**config.mk**
```make
export PLATFORM = sky130hd
export DESIGN_NAME = pb_seq_conditioner
export DESIGN_NICKNAME = d
export VERILOG_FILES = /design/src/rtl/pb_seq_conditioner.sv
export SDC_FILE = /design/constraint.sdc
export NUM_CORES = 1
export LEC_CHECK = 0
export ABC_AREA = 1
export BUFFER_PORTS_ARGS = -buffer_cell sky130_fd_sc_hd__buf_2
export CORE_UTILIZATION = 55
export CTS_BUF_LIST = sky130_fd_sc_hd__clkbuf_2 sky130_fd_sc_hd__clkbuf_4 sky130_fd_sc_hd__clkbuf_8
export DETAILED_ROUTE_END_ITERATION = 6
export PLACE_DENSITY = 0.72
export SYNTH_ARGS = -nofsm -noshare
export SYNTH_HDL_FRONTEND = slang
export SYNTH_SLANG_ARGS = --single-unit
```
**constraint.sdc**
```tcl
create_clock -name clock_n -period 1.7 [get_ports clock_n]
set_clock_uncertainty 0.15 [all_clocks]
set_input_delay 0 -clock clock_n [delete_from_list [all_inputs] [get_ports clock_n]]
set_output_delay 0 -clock clock_n [all_outputs]
set_load 0.02 [all_outputs]
```
**src/rtl/pb_seq_conditioner.sv**
```systemverilog
// Push-button conditioner for the sequencer: synchronises and debounces two
// raw active-low keys, adds optional auto-repeat, and arbitrates colliding pulses.

module pb_seq_btn #(
    parameter int unsigned DB_CYCLES     = 16,
    parameter int unsigned REPEAT_DELAY  = 0,
    parameter int unsigned REPEAT_PERIOD = 8
) (
    input  logic i_clk,
    input  logic i_rst_n,
    input  logic i_key_n,
    output logic o_fire,
    output logic o_held
);
    typedef enum logic [1:0] {IDLE, PRESS_WAIT, HELD, RELEASE_WAIT} state_t;

    localparam logic [15:0] DB_M1  = 16'(DB_CYCLES - 1);
    localparam logic [15:0] RD16   = 16'(REPEAT_DELAY);
    localparam logic [15:0] RP16   = 16'(REPEAT_PERIOD);
    localparam bit          DB_ONE = (DB_CYCLES <= 1);

    state_t      r_state, w_state_nx;
    logic [1:0]  r_sync;
    logic [15:0] r_cnt, w_cnt_nx, w_cnt_inc;
    logic [15:0] r_rcnt, w_rcnt_nx, w_rcnt_inc;
    logic        r_rep_on, w_rep_on_nx;
    logic        r_held;
    logic        w_lvl;

    // Sync flops reset to the released level so reset never looks like a press.
    always_ff @(posedge i_clk or negedge i_rst_n) begin
        if (!i_rst_n) r_sync <= 2'b11;
        else          r_sync <= {r_sync[0], i_key_n};
    end

    assign w_lvl      = ~r_sync[1];
    assign w_cnt_inc  = (r_cnt  == 16'hFFFF) ? r_cnt  : r_cnt  + 16'd1;
    assign w_rcnt_inc = (r_rcnt == 16'hFFFF) ? r_rcnt : r_rcnt + 16'd1;

    always_comb begin
        w_state_nx  = r_state;
        w_cnt_nx    = r_cnt;
        w_rcnt_nx   = r_rcnt;
        w_rep_on_nx = r_rep_on;
        o_fire      = 1'b0;
        case (r_state)
            IDLE: begin
                w_rcnt_nx   = '0;
                w_rep_on_nx = 1'b0;
                w_cnt_nx    = '0;
                if (w_lvl) begin
                    if (DB_ONE) begin
                        w_state_nx = HELD;
                        o_fire     = 1'b1;
                    end else begin
                        w_state_nx = PRESS_WAIT;
                        w_cnt_nx   = 16'd1;
                    end
                end
            end
            PRESS_WAIT: begin
                if (!w_lvl) begin
                    w_state_nx = IDLE;
                    w_cnt_nx   = '0;
                end else if (r_cnt >= DB_M1) begin
                    w_state_nx  = HELD;
                    w_cnt_nx    = '0;
                    w_rcnt_nx   = '0;
                    w_rep_on_nx = 1'b0;
                    o_fire      = 1'b1;
                end else begin
                    w_cnt_nx = w_cnt_inc;
                end
            end
            HELD: begin
                if (!w_lvl) begin
                    if (DB_ONE) begin
                        w_state_nx = IDLE;
                        w_cnt_nx   = '0;
                    end else begin
                        w_state_nx = RELEASE_WAIT;
                        w_cnt_nx   = 16'd1;
                    end
                end else if (REPEAT_DELAY > 0) begin
                    // Count to the first delay, then reload against the period.
                    if (w_rcnt_inc == (r_rep_on ? RP16 : RD16)) begin
                        o_fire      = 1'b1;
                        w_rcnt_nx   = '0;
                        w_rep_on_nx = 1'b1;
                    end else begin
                        w_rcnt_nx = w_rcnt_inc;
                    end
                end
            end
            RELEASE_WAIT: begin
                if (w_lvl) begin
                    w_state_nx = HELD;
                    w_cnt_nx   = '0;
                end else if (r_cnt >= DB_M1) begin
                    w_state_nx = IDLE;
                    w_cnt_nx   = '0;
                end else begin
                    w_cnt_nx = w_cnt_inc;
                end
            end
            default: w_state_nx = IDLE;
        endcase
    end

    always_ff @(posedge i_clk or negedge i_rst_n) begin
        if (!i_rst_n) begin
            r_state  <= IDLE;
            r_cnt    <= '0;
            r_rcnt   <= '0;
            r_rep_on <= 1'b0;
            r_held   <= 1'b0;
        end else begin
            r_state  <= w_state_nx;
            r_cnt    <= w_cnt_nx;
            r_rcnt   <= w_rcnt_nx;
            r_rep_on <= w_rep_on_nx;
            r_held   <= (w_state_nx == HELD) || (w_state_nx == RELEASE_WAIT);
        end
    end

    assign o_held = r_held;
endmodule

module pb_seq_conditioner #(
    parameter int unsigned DB_CYCLES     = 16,
    parameter int unsigned REPEAT_DELAY  = 0,
    parameter int unsigned REPEAT_PERIOD = 8
) (
    input  logic clock_n,
    input  logic reset,
    input  logic key_up_n,
    input  logic key_dn_n,
    output logic pb_seq_up,
    output logic pb_seq_dn,
    output logic pb_conflict,
    output logic up_held,
    output logic dn_held
);
    localparam int NUM_BTN = 2;

    logic [NUM_BTN-1:0] w_key_n, w_fire, w_held;
    logic               r_up, r_dn, r_conf;

    assign w_key_n = {key_dn_n, key_up_n};

    for (genvar g = 0; g < NUM_BTN; g++) begin : g_btn
        pb_seq_btn #(
            .DB_CYCLES    (DB_CYCLES),
            .REPEAT_DELAY (REPEAT_DELAY),
            .REPEAT_PERIOD(REPEAT_PERIOD)
        ) u_btn (
            .i_clk  (clock_n),
            .i_rst_n(reset),
            .i_key_n(w_key_n[g]),
            .o_fire (w_fire[g]),
            .o_held (w_held[g])
        );
    end

    // Masking with the previous output keeps every pulse output one cycle wide.
    always_ff @(posedge clock_n or negedge reset) begin
        if (!reset) begin
            r_up   <= 1'b0;
            r_dn   <= 1'b0;
            r_conf <= 1'b0;
        end else begin
            r_up   <= w_fire[0] & ~w_fire[1] & ~r_up;
            r_dn   <= w_fire[1] & ~w_fire[0] & ~r_dn;
            r_conf <= w_fire[0] &  w_fire[1] & ~r_conf;
        end
    end

    assign pb_seq_up   = r_up;
    assign pb_seq_dn   = r_dn;
    assign pb_conflict = r_conf;
    assign up_held     = w_held[0];
    assign dn_held     = w_held[1];
endmodule

```
==> results of run 1 <==
per-stage QoR:
stage | total power [mW] | util (%)
after floorplan | 1.15 | -
after global placement | 1.19 | 62.0
after detailed placement | 1.19 | 62.0
after CTS | 1.72 | 65.2
after global routing | 1.79 | 65.2
final | 1.69 | 65.2
kinds of logic after synthesis:
family	count (synthesis)
buffers and inverters	40
adders and majority gates	2
AOI/OAI and AO/OA	10
DFF	45
and+or+nand+nor	131
final cells by class:
type	count	area (um2)	share of cell area (%)
well taps	46	57.6	2.58
inverters	38	143	6.40
multi-input cells	143	727	32.6
repair buffers	14	110	4.94
clock buffers	8	60.1	2.70
flip-flops and latches	45	1130	50.8
sequential cells by signal, indices dropped and copies added, names as in the netlist:
register and count:
g_btn.u_btn.r_state 4, pb_seq_up 1, g_btn.u_btn.r_cnt 32, g_btn.u_btn.r_sync 4, g_btn.u_btn.o_held 2, pb_conflict 1
pb_seq_dn 1
final timing paths:
check | startpoint | slack, ns | to | cells past startpoint
worst max-delay path | g_btn[1].u_btn.r_cnt[0] | 0.12 | pb_conflict | 8
worst min-delay path | key_dn_n | 0.15 | g_btn[1].u_btn.r_sync[0] | 2
worst max register to register | g_btn[1].u_btn.r_cnt[0] | 0.12 | pb_conflict | 8
worst min register to register | g_btn[0].u_btn.r_sync[0] | 0.21 | g_btn[0].u_btn.r_sync[1] | 0
max in group asynchronous | reset | 0.21 | g_btn[0].u_btn.r_cnt[6] | 3
min in group asynchronous | reset | 0.57 | g_btn[0].u_btn.r_cnt[2] | 4
repair_timing:
action                    CTS  global route
hold buffers                5             0
buffers inserted            0             0
hold endpoints to repair   43             0
Yosys cell counts, drive strengths merged:
cell type / n / area (um2)
and2: 1 / 6.26
nand2: 49 / 209
inv: 37 / 139
or2: 3 / 18.8
dfrtp: 41 / 1030
nand3: 16 / 90.1
clkinv: 1 / 3.75
nor2: 55 / 264
o21ai: 5 / 25.0
buf: 2 / 16.3
nand4: 3 / 18.8
nor3: 4 / 36.3
a21oi: 4 / 27.5
o22ai: 1 / 6.26
ha: 2 / 25.0
dfstp: 4 / 105
report_power, final:
part / internal, mW / switching [mW] / leakage [nW]
Clock: 0.213 / 0.306 / 0.0368
Sequential: 1.09 / 0.0158 / 0.606
Combinational: 0.0283 / 0.0442 / 0.408
Total: 1.33 / 0.366 / 1.05
layer usage:
metal  share of wire (%)  GRT usage (%)  routed length (um)  vias up
met4                 1.1           6.10                  34        0
met1                  50           26.5                1550      629
met3                 3.6           5.47                 110        4
met5                   0              0                   0        -
li1                    -              -                   -      731
met2                  45           28.5                1380       22
==> results.yml, run 1 <==
clock_tree:
  ctsRootBufferMaster: "clkbuf_4"
  ctsResizeCount: 0
  clk_latency_ns: 0.34
  cts_tree: "yes"
  cts_made_buffers: 5
  htree_levels: 2
  clock_path_buffers: 2
  cts.sinks: 45
  cts.clk_slew.worst_paths_ns: 0.12
timing:
  whs_ns: 0.146
  maxSlewViolCount: 0
  worst_pin_slew_ns: 0.832
  rsz0062_at_grt: "false"
  setup_slack_ns: 0.125
  setup_tns_ns: 0
  slew_headroom_pct: 44.4
  hold_violations: 0
  finalSetupViolations: 0
  fin_crit_ns: 1.58
  clock.fmax_mhz: 635
  period_share_pct: 92.7
global_route:
  grt_start_max_net_pins: 27
  grt_pass1_vias: 1351
  grt_first_pass_wirelength_um: 5780
  overflow: 0
  grt_usage_pct: 19.0
  antenna_found_initial: 0
place:
  place_area_um2: 2120
  post-place-ws_ns: 0.149
  gp_congestion: 0.852
  port_buffers: 8
  dp_cells: 281
  place_hpwl_um: 2140
finish:
  fillers: 295
  final_common_cell: "nand2_1"
  areaGrowthSynthToFinish_pct: 10.5
  stdcell_area_um2: 2230
  fin_cells: 294
  layout_common_cells: "45 x nand2_1, 41 x dfrtp_1, 36 x nor2_1"
  finalNetCount: 253
  num_antenna_cells: 0
  drive_above_1_share_pct: 23.8
routing:
  viasPerCell: 4.71
  first_pass_iters: 4
  ant_nets: 0
  dr.first_iter.drc_count: 83
  route.detailed.drc: 0
  drt-wirelength-per-cell_um: 10.5
  via_count: 1386
  routed_wirelength_um: 3070
synth:
  yosysWarnings: 0
  synth-simple-area-share_pct: 31.9
  synthMuxAreaShare_pct: 0
  yosysSeqAreaShare_pct: 56.1
  syn_inst: 228
  syn_avg_cell_area_um2: 8.85
  synth_nets: 234
  synth_xor_area_share_pct: 0
  synth_top_family_by_area: "simple AND/OR/NAND/NOR gates"
  synth_compound_area_share_pct: 2.92
  syn_area_um2: 2020
  ys_ff_latch: 45
  synth.distinct_cells: 26
  synthAdderAreaFrac_pct: 1.24
die:
  start_util_pct: 59.0
  ioPinCount: 9
  die_w_um: 62.6
  num_rows: 21
  coreArea_um2: 3420
  die_y_um: 62.6
  die_area_um2: 3910
run_status:
  status: "finished, final reports clean"
power_and_ir_drop:
  power_density_nw_per_um2: 761
  irDropWorstVdd_uv: 575
  power.leakage_nw: 1.05
critical_path:
  crit_path_end_kind: "flop"
  cp.arrival_ns: 1.66
  crit_type: "reg2reg"
  cp.required_ns: 1.79
  cpMaxStageDelayCell: "dfrtp_1"
  cpPeakStageDelay_ns: 0.42
  critPathBufInv: 1
  crit_path_max_fanout: 4
  path_cells: "ha_1 -> nand3_2 -> inv_2 -> nor2_2 -> nand2_4 -> nand2_4 -> nor2_4 -> and2_1"
  worst_path_most_repeated_cell: "nand2_4"
  startpoint_type: "flop"
  worst_path_dominant_cell_family: "simple AND/OR/NAND/NOR gates"
hold_path:
  holdCritPathClass: "in2reg"
run:
  max-cap-violations: 0
No activity file was read; power rests on OpenSTA's default activity.
==> run 2: changes to the inputs <==
- ABC_AREA: 1 -> 0
- PLACE_DENSITY: 0.72 -> 0.73
==> results.yml, run 2 <==
run_status:
  status: "complete, but fails checks"
  violations: "setup timing"
synth:
  synth_nets: 153
  syn_inst: 147
  synth.top_cell.area_share_pct: 55.5
  synthMostInstantiatedCell: "dfrtp_1"
  synth-edff-count: 0
  syn_area_um2: 1850
  yosysSeqAreaShare_pct: 61.2
  synth_top_cells_by_count: "41 x dfrtp_1, 24 x and2_1, 7 x nand4_1"
  syn_avg_cell_area_um2: 12.6
  ys_ff_latch: 45
  yosysWarnings: 0
  synth.distinct_cells: 38
  yosys.area.top_type: "dfrtp_1"
  synth_ff_type: "dfrtp_1"
  async_flop_share_pct: 100
  synth_area_leaders: "dfrtp_1 56%, and2_1 8.1%, dfstp_2 5.7%"
finish:
  finalNetCount: 192
  drive_above_1_share_pct: 35.8
  fillers: 220
  areaGrowthSynthToFinish_pct: 24.4
  layout_common_cells: "41 x dfrtp_1, 24 x and2_1, 23 x buf_4"
  final_common_cell: "dfrtp_1"
  top_regs: "g_btn.u_btn.r_cnt: 32 flops, g_btn.u_btn.r_state: 4 flops, g_btn.u_btn.r_sync: 4 flops"
  num_antenna_cells: 0
  stdcell_area_um2: 2300
  largest_register_ffs: 32
  regMostFlops: "g_btn.u_btn.r_cnt"
global_route:
  overflow: 0
  grt_usage_pct: 23.0
  grt_start_max_net_pins: 46
  grt_pass1_vias: 1270
  grt_first_pass_wirelength_um: 5840
  antenna_found_initial: 0
routing:
  drt-wirelength-per-cell_um: 15.5
  first_pass_iters: 4
  via_count: 1293
  viasPerCell: 5.60
  dr.first_iter.drc_count: 54
  ant_nets: 0
  route.detailed.drc: 0
  routed_wirelength_um: 3580
timing:
  slew_headroom_pct: 62.9
  rsz0062_at_grt: "true"
  setup_slack_ns: -0.272
  fin_crit_ns: 1.97
  maxSlewViolCount: 0
  worst_pin_slew_ns: 0.556
  whs_ns: 0.0833
  clock.fmax_mhz: 507
  hold_violations: 0
  period_share_pct: 116
  finalSetupViolations: 13
die:
  die_y_um: 60.0
  die_area_um2: 3600
  die_w_um: 60.0
  num_rows: 20
  start_util_pct: 59.1
  ioPinCount: 9
  coreArea_um2: 3130
place:
  place_hpwl_um: 2330
  port_buffers: 8
  place_area_um2: 2080
  gp_congestion: 0.767
critical_path:
  critPathLaunch: "g_btn[0].u_btn.r_cnt[4]"
  cp.arrival_ns: 2.12
  r2r-start: "g_btn[0].u_btn.r_cnt[4]"
  cpPeakStageDelay_ns: 0.57
  startpoint_type: "flop"
  reg2reg_to: "g_btn[0].u_btn.r_cnt[2]"
  rr_worst_depth: 5
  cpMaxStageDelayCell: "or4_4"
  crit_type: "reg2reg"
  cp.required_ns: 1.85
  crit_path_end_kind: "flop"
  path_cells: "or4_4 -> nor4_4 -> buf_4 -> o211ai_1 -> a21oi_1"
  reg2reg_slack_ns: -0.27
  crit_path_max_fanout: 5
clock_tree:
  htree_levels: 2
  cts_made_buffers: 5
  cts.clk_slew.worst_paths_ns: 0.13
  ctsRootBufferMaster: "clkbuf_4"
  clock_path_buffers: 2
  cts.sinks: 45
  clk_latency_ns: 0.36
  cts_tree: "yes"
run:
  max-cap-violations: 0
power_and_ir_drop:
  p_clk_share_pct: 31.9
  p_seq_share_pct: 62.5
  irDropWorstVdd_uv: 613
  power.leakage_nw: 1.12
  switching_power_mw: 0.411
  switching_share_pct: 22.8
  power_density_nw_per_um2: 783
  pwr-share-comb_pct: 5.5
  p_int_mw: 1.39
hold_path:
  holdCritPathClass: "in2async"
-- run 2: cell count changes in the layout (fill, tap and decap cells not counted), sizes merged, moves of 12 or more --
| cell | delta |
|---|---|
| nor2 | -51 |
| nand2 | -44 |
| inv | -34 |
| and2 | +25 |
| buf | +22 |
| nand3 | -12 |
-- run 2: cell type report --
cell class	instances	area (um2)	share of cell area [%]
repair buffers	34	243	10.6
clock inverters	1	5.00	0.218
well taps	44	55.1	2.39
multi-input cells	97	790	34.3
flip-flops and latches	45	1130	49.2
clock buffers	7	65.1	2.83
inverters	3	11.3	0.490
-- run 2: worst max-delay path by stage --
stage	endpoint	slack, ns	cells after the start
floorplan	g_btn[0].u_btn.r_cnt[3]	-0.17	4
global placement	pb_seq_dn	-0.23	4
detailed placement	g_btn[0].u_btn.r_cnt[2]	-0.28	5
CTS	g_btn[0].u_btn.r_cnt[3]	-0.28	4
global route	g_btn[0].u_btn.r_cnt[3]	-0.35	4
finish	g_btn[0].u_btn.r_cnt[2]	-0.27	5
-- run 2: power by group through the flow --
stage / logic [mW] / registers (mW) / clock network (mW)
finish: 0.0998 / 1.12 / 0.575
global route: 0.114 / 1.13 / 0.632
CTS: 0.0959 / 1.12 / 0.587
detailed placement: 0.0870 / 1.14 / 0
global placement: 0.0824 / 1.14 / 0
floorplan: 0.0425 / 1.14 / 0
-- run 2: stage by stage --
step / std cells / utilization, % / TNS [ns] / setup WS (ns) / power (mW)
2_1_floorplan: 147 / - / -0.970 / -0.173 / 1.18
3_3_place_gp: 216 / 66.6 / -1.71 / -0.231 / 1.22
3_5_place_dp: 216 / 66.6 / -2.28 / -0.282 / 1.23
4_1_cts: 231 / 72.4 / -2.47 / -0.285 / 1.81
5_1_grt: 231 / 73.5 / -3.24 / -0.348 / 1.88
6_report: 231 / 73.5 / -2.58 / -0.272 / 1.80
-- run 2: repair_timing --
action | 4_1_cts | 5_1_grt
hold buffers | 3 | 0
pin swaps | 7 | 5
hold endpoints to repair | 47 | 0
setup buffers | 4 | 0
resized for setup | 12 | 6
setup endpoints to repair | 14 | 25
gates cloned | 0 | 0
-- run 2: worst max-delay path: cells and delay by family (launching register included) --
kind,cells,cell delay [ns]
AND/OR/NAND/NOR,2,0.97
flip-flops,1,0.40
buffers and inverters,1,0.18
AO/OA/AOI/OAI,2,0.21
-- run 2: kinds of logic (layout without fill, tap and decap cells) --
group           Yosys count  count (layout)  share of synthesized area [%]
xor+xnor                  2               2                          0.948
fa+ha+maj                 2               2                           1.35
simple gates             69              69                           24.7
buf+inv                   5              45                           1.02
mux                       2               2                           1.08
flops                    45              45                           61.2
compound gates           22              22                           9.68
-- run 2: metal layers --
| layer | routed length (um) | GRT usage (%) |
|---|---|---|
| met5 | 0 | 0 |
| met2 | 1850 | 36.8 |
| met3 | 122 | 6.93 |
| met4 | 74 | 10.3 |
| met1 | 1530 | 28.8 |
